**config.mk**
```make
export PLATFORM = sky130hd
export DESIGN_NAME = seq_detect_param
export DESIGN_NICKNAME = d
export VERILOG_FILES = /design/src/rtl/seq_detect_pkg.sv /design/src/rtl/sat_counter.sv /design/src/rtl/seq_detect_param.sv
export SDC_FILE = /design/constraint.sdc
export NUM_CORES = 1
export LEC_CHECK = 0
export ABC_AREA = 0
export CELL_PAD_IN_SITES_DETAIL_PLACEMENT = 0
export CELL_PAD_IN_SITES_GLOBAL_PLACEMENT = 1
export CORE_ASPECT_RATIO = 0.75
export CORE_MARGIN = 5
export CORE_UTILIZATION = 30
export CTS_CLUSTER_DIAMETER = 80
export DETAILED_ROUTE_END_ITERATION = 10
export PLACE_DENSITY_LB_ADDON = 0.1
export SLEW_MARGIN = 20
export SYNTH_ARGS = -nofsm -noshare
export SYNTH_HDL_FRONTEND = slang
export SYNTH_SLANG_ARGS = --single-unit
```
**constraint.sdc**
```tcl
create_clock -name clk -period 1.6 [get_ports clk]
set_input_delay 0.16 -clock clk [delete_from_list [all_inputs] [get_ports clk]]
set_output_delay 0.16 -clock clk [all_outputs]
set_load 0.01 [all_outputs]
```
**src/rtl/seq_detect_pkg.sv**
```systemverilog
// rtl/seq_detect_pkg.sv - shared defaults and mode encodings for the serial pattern detector
package seq_detect_pkg;

  localparam int         PAT_W_DEF   = 4;
  localparam logic [3:0] PATTERN_DEF = 4'b1011;
  localparam int         CNT_W_DEF   = 8;

  localparam int PAT_W_MIN = 2;
  localparam int PAT_W_MAX = 16;

  typedef enum logic {
    OVL_OFF = 1'b0,
    OVL_ON  = 1'b1
  } overlap_e;

  typedef enum logic {
    DET_MEALY = 1'b0,
    DET_MOORE = 1'b1
  } detect_e;

endpackage

```
**src/rtl/sat_counter.sv**
```systemverilog
// rtl/sat_counter.sv - saturating up-counter with a synchronous clear that beats increment
module sat_counter #(
  parameter int CNT_W = 8
) (
  input  logic             clk,
  input  logic             rst,
  input  logic             clr,
  input  logic             inc,
  output logic [CNT_W-1:0] q
);

  localparam logic [CNT_W-1:0] CNT_MAX = '1;

  always_ff @(posedge clk or negedge rst) begin
    if (!rst) begin
      q <= '0;
    end else if (clr) begin
      q <= '0;
    end else if (inc && (q != CNT_MAX)) begin
      q <= q + 1'b1;
    end
  end

endmodule

```
**src/rtl/seq_detect_param.sv**
```systemverilog
// rtl/seq_detect_param.sv - parameterised serial pattern detector with match counter
module seq_detect_param
  import seq_detect_pkg::*;
#(
  parameter int               PAT_W   = PAT_W_DEF,
  parameter logic [PAT_W-1:0] PATTERN = PATTERN_DEF,
  parameter bit               OVERLAP = bit'(OVL_ON),
  parameter bit               MOORE   = bit'(DET_MEALY),
  parameter int               CNT_W   = CNT_W_DEF
) (
  input  logic             clk,
  input  logic             rst,
  input  logic             en,
  input  logic             din,
  input  logic             clr,
  output logic             y,
  output logic [CNT_W-1:0] match_cnt
);

  localparam int               FILL_W    = $clog2(PAT_W);
  localparam logic [FILL_W-1:0] FILL_FULL = FILL_W'(PAT_W - 1);

  generate
    if ((PAT_W < PAT_W_MIN) || (PAT_W > PAT_W_MAX)) begin : g_bad_pat_w
      $error("seq_detect_param: PAT_W must be within 2..16");
    end
  endgenerate

  logic [PAT_W-2:0]  hist_q;
  logic [PAT_W-2:0]  hist_d;
  logic [FILL_W-1:0] fill_q;
  logic [FILL_W-1:0] fill_d;
  logic [PAT_W-1:0]  window;
  logic              hit;

  // rst gates the hit so the Mealy output is low throughout reset
  always_comb begin
    window = {hist_q, din};
    hit    = rst && en && (fill_q == FILL_FULL) && (window == PATTERN);
    hist_d = hist_q;
    fill_d = fill_q;
    if (en) begin
      hist_d = window[PAT_W-2:0];
      if (hit && !OVERLAP) begin
        fill_d = '0;
      end else if (fill_q != FILL_FULL) begin
        fill_d = fill_q + 1'b1;
      end
    end
  end

  always_ff @(posedge clk or negedge rst) begin
    if (!rst) begin
      hist_q <= '0;
      fill_q <= '0;
    end else begin
      hist_q <= hist_d;
      fill_q <= fill_d;
    end
  end

  generate
    if (MOORE) begin : g_moore
      logic y_q;
      always_ff @(posedge clk or negedge rst) begin
        if (!rst) begin
          y_q <= 1'b0;
        end else begin
          y_q <= hit;
        end
      end
      assign y = y_q;
    end else begin : g_mealy
      assign y = hit;
    end
  endgenerate

  sat_counter #(
    .CNT_W(CNT_W)
  ) u_cnt (
    .clk(clk),
    .rst(rst),
    .clr(clr),
    .inc(hit),
    .q  (match_cnt)
  );

endmodule

```
==> metrics, run 1 <==
status complete, but fails checks; failing checks setup timing; CP Cell Sequence ha_2 -> and3_4 -> a211o_1 -> or4_1 -> a21oi_2; Yosys reg bits 13; unrepaired setup endpoints after global routing true; Comb power frac 0.198; pwr/cell area 763 mW/mm2; P_sw between 0.15 and 0.2 mW; Sink Count 13; initial core utilization 0.320; commonest non-fill, non-tap cell in the layout buf_4; initial antenna violation count 0; synth-to-layout area growth 47.9%; Total Routed Length 1540 um; fmax 579 MHz; deepest clock path buffer count 2; post-synthesis cell count 59; Max-Cap Viols 0; met3 Track Usage GR 0.0424; register area share after synthesis 0.496; Critical path buffers and inverters 0; fraction of layout cells with a size suffix above 1 0.341; post-route setup TNS -594 ps; top cells by area, synth dfrtp_1 50%, mux2_2 6.9%, a21oi_1 3.8%, ha_1 3.8%, nand4b_4 3.6%; critical path class reg2reg; via count 571; maximum vdd drop between 0.0005 and 0.0006 V; CP startpoint kind flop; grt met2 use 0.164; register area between 300 and 400 um2; Boundary Pins 14; sw frac 0.252; HPWL after detailed placement between 1000 and 1500 um; GRT overflow 0; CP top delay family simple AND/OR/NAND/NOR gates; fillers 203; Die ar. 0.00323 mm2; most frequent cells in the layout 16 x buf_4, 13 x dfrtp_1, 12 x clkdlybuf4s50_1; first-pass GRT wire length 2680 um; final setup fails 7; sequential share of power 0.530; worst setup margin -127 ps; CTS tree built; DR pass1 iterations 4; CP required 1810 ps; Pleak around 0.42 nW; CP Max Fanout 4; Internal Power 0.553 mW; most used routing layer in global routing met2; Clock Root Buffer clkbuf_4; Port Buffers 13; worst min path class in2async; nets between 90 and 100; Via density 4.97; initial DRC count 17; top cell type's share of synthesized area 0.496; clk_lat worst skew 280 ps; ANT cells 0; met1 usage 0.139; largest net degree at the start of global routing 14; Clock transition at path regs 80 ps; final period demand of the worst path 1730 ps; CTS H-tree lvls 1; GPL Wtd Cong between 0.7 and 0.8; Worst-Margin Slew 355 ps; Mapped Area 656 um2; Final Hold Fails 0; Rel. slew slack 0.763; Clock Power Share 0.272; multi-input gate area in the final layout between 300 and 400 um2; Post-Syn Nets 66; num rows 14; Die Wd between 60 and 70 um; Die Ht 50.5 um; drt wl/cell 13.4 um; Final Skew 5.62 ps; Synth Warn # 0; Final Slew Violations 0; vias in the first global route 587; Final period util 1.08; Critical Path Slowest Stage Cell or4_1; max incr delay on CP approximately 500 ps; Core Region ~0.0020 mm2; power consumption 0.740 mW; global-route usage over all layers 0.108; Worst Path Arrival 1940 ps; syn_area_per_cell 11.1 um2; drt drc 0; Crit. End Element flop; total CTS buffers 3; Routed Antenna Nets 0; Synth area leader dfrtp_1; Synth cell types 25
==> path summary, 6_finish.rpt <==
kind | start | end | slack, ps | depth (start not counted)
min | rst | hist_q[0] | 260 | 2
min in group clk | fill_q[1] | fill_q[1] | 520 | 1
min reg2reg | fill_q[1] | fill_q[1] | 520 | 1
max | u_cnt.q[1] | u_cnt.q[5] | -130 | 5
max reg2reg | u_cnt.q[1] | u_cnt.q[5] | -130 | 5
max in group asynchronous | rst | u_cnt.q[2] | 1170 | 2
==> layer usage <==
layer | vias to the layer above | share of wire
li1 | 282 | -
met5 | - | 0
met2 | 18 | 0.43
met3 | 5 | 0.058
met1 | 266 | 0.50
met4 | 0 | 0.016
==> per-stage QoR <==
stage          setup slack (ps)  hold WS (ps)  utilization  std cells  cell area [um2]
2_1_floorplan              -113          -136            -         59              658
3_3_place_gp               -193           499        0.451        110              923
3_5_place_dp               -240           501        0.451        110              923
4_1_cts                    -110           249        0.470        115              963
5_1_grt                    -191           282        0.473        115              970
6_report                   -127           263        0.473        115              970
==> power groups by stage <==
stage | logic [mW] | clock network [mW] | registers [mW]
2_1_floorplan | 0.0814 | 0 | 0.396
3_3_place_gp | 0.145 | 0 | 0.398
3_5_place_dp | 0.146 | 0 | 0.399
4_1_cts | 0.148 | 0.218 | 0.393
5_1_grt | 0.168 | 0.230 | 0.399
6_report | 0.146 | 0.202 | 0.392
==> kinds of logic after synthesis <==
family                     synth area share
and+or+nand+nor                       0.229
DFF                                   0.496
AOI/OAI and AO/OA                    0.0973
muxes                                0.0840
buffers and inverters                0.0286
xor gates and xnor gates             0.0267
adders and majority gates            0.0382
==> final cells by class <==
| cell class | instances | share of cell area |
|---|---|---|
| tap | 24 | 0.0310 |
| clock buffer | 4 | 0.0271 |
| multi-input combinational | 43 | 0.338 |
| sequential | 13 | 0.335 |
| inverter | 1 | 0.00387 |
| timing repair buffer | 30 | 0.265 |
==> timing repair <==
item                       4_1_cts  5_1_grt
pin swaps                        1        0
hold buffers                     0        0
buffers inserted                 1        0
setup endpoints to repair        8        9
resized for setup                3        4
==> synth_stat cells <==
master	number
nor2_1	4
nand4b_4	1
nand2_1	2
buf_1	1
mux2i_1	1
mux2_2	4
and4_1	1
nor2b_1	1
nor4_1	1
dfrtp_1	13
and3_1	1
nor3_1	1
ha_1	2
o21ai_0	3
a21oi_1	5
buf_6	1
nand4_1	1
a211o_1	1
nand3_1	4
o31ai_1	2
inv_1	1
xor2_1	2
and3_4	1
or3_1	3
or4_1	2
==> registers in the layout (all words and copies together), names as in the netlist <==
register and cells:
u_cnt.q 8, hist_q 3, fill_q 2
(Power assumes the default switching activity.)
==> run 2: changes to the inputs <==
--- a/config.mk
+++ b/config.mk
@@ -11,7 +11,7 @@
 export CORE_ASPECT_RATIO = 0.75
 export CORE_MARGIN = 5
 export CORE_UTILIZATION = 30
-export CTS_CLUSTER_DIAMETER = 80
+export CTS_CLUSTER_DIAMETER = 50
 export DETAILED_ROUTE_END_ITERATION = 10
 export PLACE_DENSITY_LB_ADDON = 0.1
 export SLEW_MARGIN = 20
==> results of run 2 <==
The final DEF is identical to that of run 1; final timing and power are the same.
==> run 3: changes to the inputs <==
--- a/config.mk
+++ b/config.mk
@@ -8,12 +8,14 @@
 export ABC_AREA = 0
 export CELL_PAD_IN_SITES_DETAIL_PLACEMENT = 0
 export CELL_PAD_IN_SITES_GLOBAL_PLACEMENT = 1
-export CORE_ASPECT_RATIO = 0.75
+export CORE_ASPECT_RATIO = 1.5
 export CORE_MARGIN = 5
 export CORE_UTILIZATION = 30
 export CTS_CLUSTER_DIAMETER = 50
 export DETAILED_ROUTE_END_ITERATION = 10
 export PLACE_DENSITY_LB_ADDON = 0.1
+export SETUP_SLACK_MARGIN = 0.02
+export SKIP_CTS_REPAIR_TIMING = 1
 export SLEW_MARGIN = 20
 export SYNTH_ARGS = -nofsm -noshare
 export SYNTH_HDL_FRONTEND = slang
==> run 3 against run 2 <==
Final area grew 3.0%. Worst hold slack lost 13 ps. Largest power group unchanged. Total power grew 2.5%. Critical path depth is the same. Clock skew shrank 4.0 ps. The run still ends with setup timing left. Routed wire length grew 4.5%. Non-clock buffer count grew 1.
==> metrics, run 3 (synthesis results as in run 1) <==
status complete, but fails checks; failing checks setup timing; Pleak 0.460 nW; Max-Cap Viols 0; CP Max Fanout 7; commonest non-fill, non-tap cell in the layout buf_4; num rows 20; cells on worst reg2reg path 5; DP Area 928 um2; drt wl/cell 14.1 um; initial DRC count 7; Clock transition at path regs 80 ps; Top Registers u_cnt.q x8, hist_q x3, fill_q x2; post-layout instance area 998 um2; total CTS buffers 3; Die Wd 48.2 um; CTS tree built; critical path class reg2reg; Die Ht 67.3 um; max reg flops 8; Boundary Pins 14; Reg-to-Reg Start u_cnt.q[0]; Final Slew Violations 0; GPL Wtd Cong 0.805; Routed Antenna Nets 0; drt drc 0; worst min path class in2async; RR Endpoint u_cnt.q[5]; first-pass GRT wire length 2520 um; initial antenna violation count 0; Final period util 1.11; vias in the first global route slightly below 600; Sink Count 13; power consumption 0.759 mW; worst setup margin -174 ps; pwr/cell area 760 mW/mm2; multi-input gate area in the final layout approximately 350 um2; register area 325 um2; HPWL after detailed placement 1210 um; Total Routed Length 1610 um; most frequent cells in the layout 18 x buf_4, 13 x dfrtp_1, 11 x clkdlybuf4s50_1; Via density 5.14; largest net degree at the start of global routing 14; fraction of layout cells with a size suffix above 1 0.380; Core Region 0.00205 mm2; Crit. End Element flop; synth-to-layout area growth 52.3%; fmax 564 MHz; DR pass1 iterations 2; post-route setup TNS -581 ps; Final Skew ~1.6 ps; Clock Root Buffer clkbuf_4; via count 586; unrepaired setup endpoints after global routing true; CP required 1800 ps; Worst Path Arrival between 1500 and 2000 ps; CP startpoint kind flop; final setup fails 5; nets 100; clk_lat worst skew 270 ps; final period demand of the worst path 1770 ps; CTS H-tree lvls 1; GRT overflow 0; initial core utilization 0.320; Register-to-Register Setup Slack -170 ps; maximum vdd drop 0.000326 V; global-route usage over all layers 0.111; Final Hold Fails 0; deepest clock path buffer count 2; Worst-Margin Slew about 350 ps; fillers 210; Rel. slew slack 0.766; Die ar. 0.00324 mm2; Port Buffers 13; ANT cells 0; Top reg by flops u_cnt.q
==> run 3: per-layer routing <==
layer / vias to the layer above / routed length (um) / global-route usage
met5: - / 0 / 0
met4: 0 / 16 / 0.0606
met3: 2 / 57 / 0.0240
met1: 290 / 664 / 0.118
met2: 10 / 871 / 0.190
li1: 284 / - / -
==> run 3: critical path, cell delays in order (launching register included) <==
cell and delay [ps]:
dfrtp_1 400, ha_2 180, and3_4 160, a211o_4 350
or4_4 490, a21oi_2 120
==> run 3: how the worst max path moves through the flow <==
stage | endpoint | cells after the start | start | slack (ps)
2_1_floorplan | u_cnt.q[5] | 5 | u_cnt.q[1] | -110
5_1_grt | u_cnt.q[5] | 5 | u_cnt.q[1] | -250
4_1_cts | y | 5 | fill_q[0] | -320
3_5_place_dp | u_cnt.q[5] | 5 | din | -240
6_report | u_cnt.q[5] | 5 | u_cnt.q[0] | -170
3_3_place_gp | u_cnt.q[5] | 5 | din | -230
==> run 3: power by group <==
| part | total (mW) | internal (mW) | switching [mW] |
|---|---|---|---|
| combinational | 0.165 | 0.0979 | 0.0667 |
| clock | 0.201 | 0.0965 | 0.104 |
| sequential | 0.393 | 0.368 | 0.0256 |
==> run 3: final cells by class <==
cell class                      instances  area share
Sequential cell                        13       0.326
Tap cell                               22      0.0276
Multi-Input combinational cell         43       0.353
Clock buffer                            4      0.0263
Inverter                                1     0.00376
Timing Repair Buffer                   31       0.263
==> run 3: per-stage QoR <==
| stage | util | worst slack (ps) | instances | hold slack (ps) |
|---|---|---|---|---|
| 2_1_floorplan | - | -113 | 59 | -136 |
| 3_3_place_gp | 0.452 | -231 | 109 | 506 |
| 3_5_place_dp | 0.452 | -244 | 109 | 511 |
| 4_1_cts | 0.465 | -318 | 113 | 224 |
| 5_1_grt | 0.487 | -247 | 114 | 250 |
| 6_report | 0.487 | -174 | 114 | 250 |
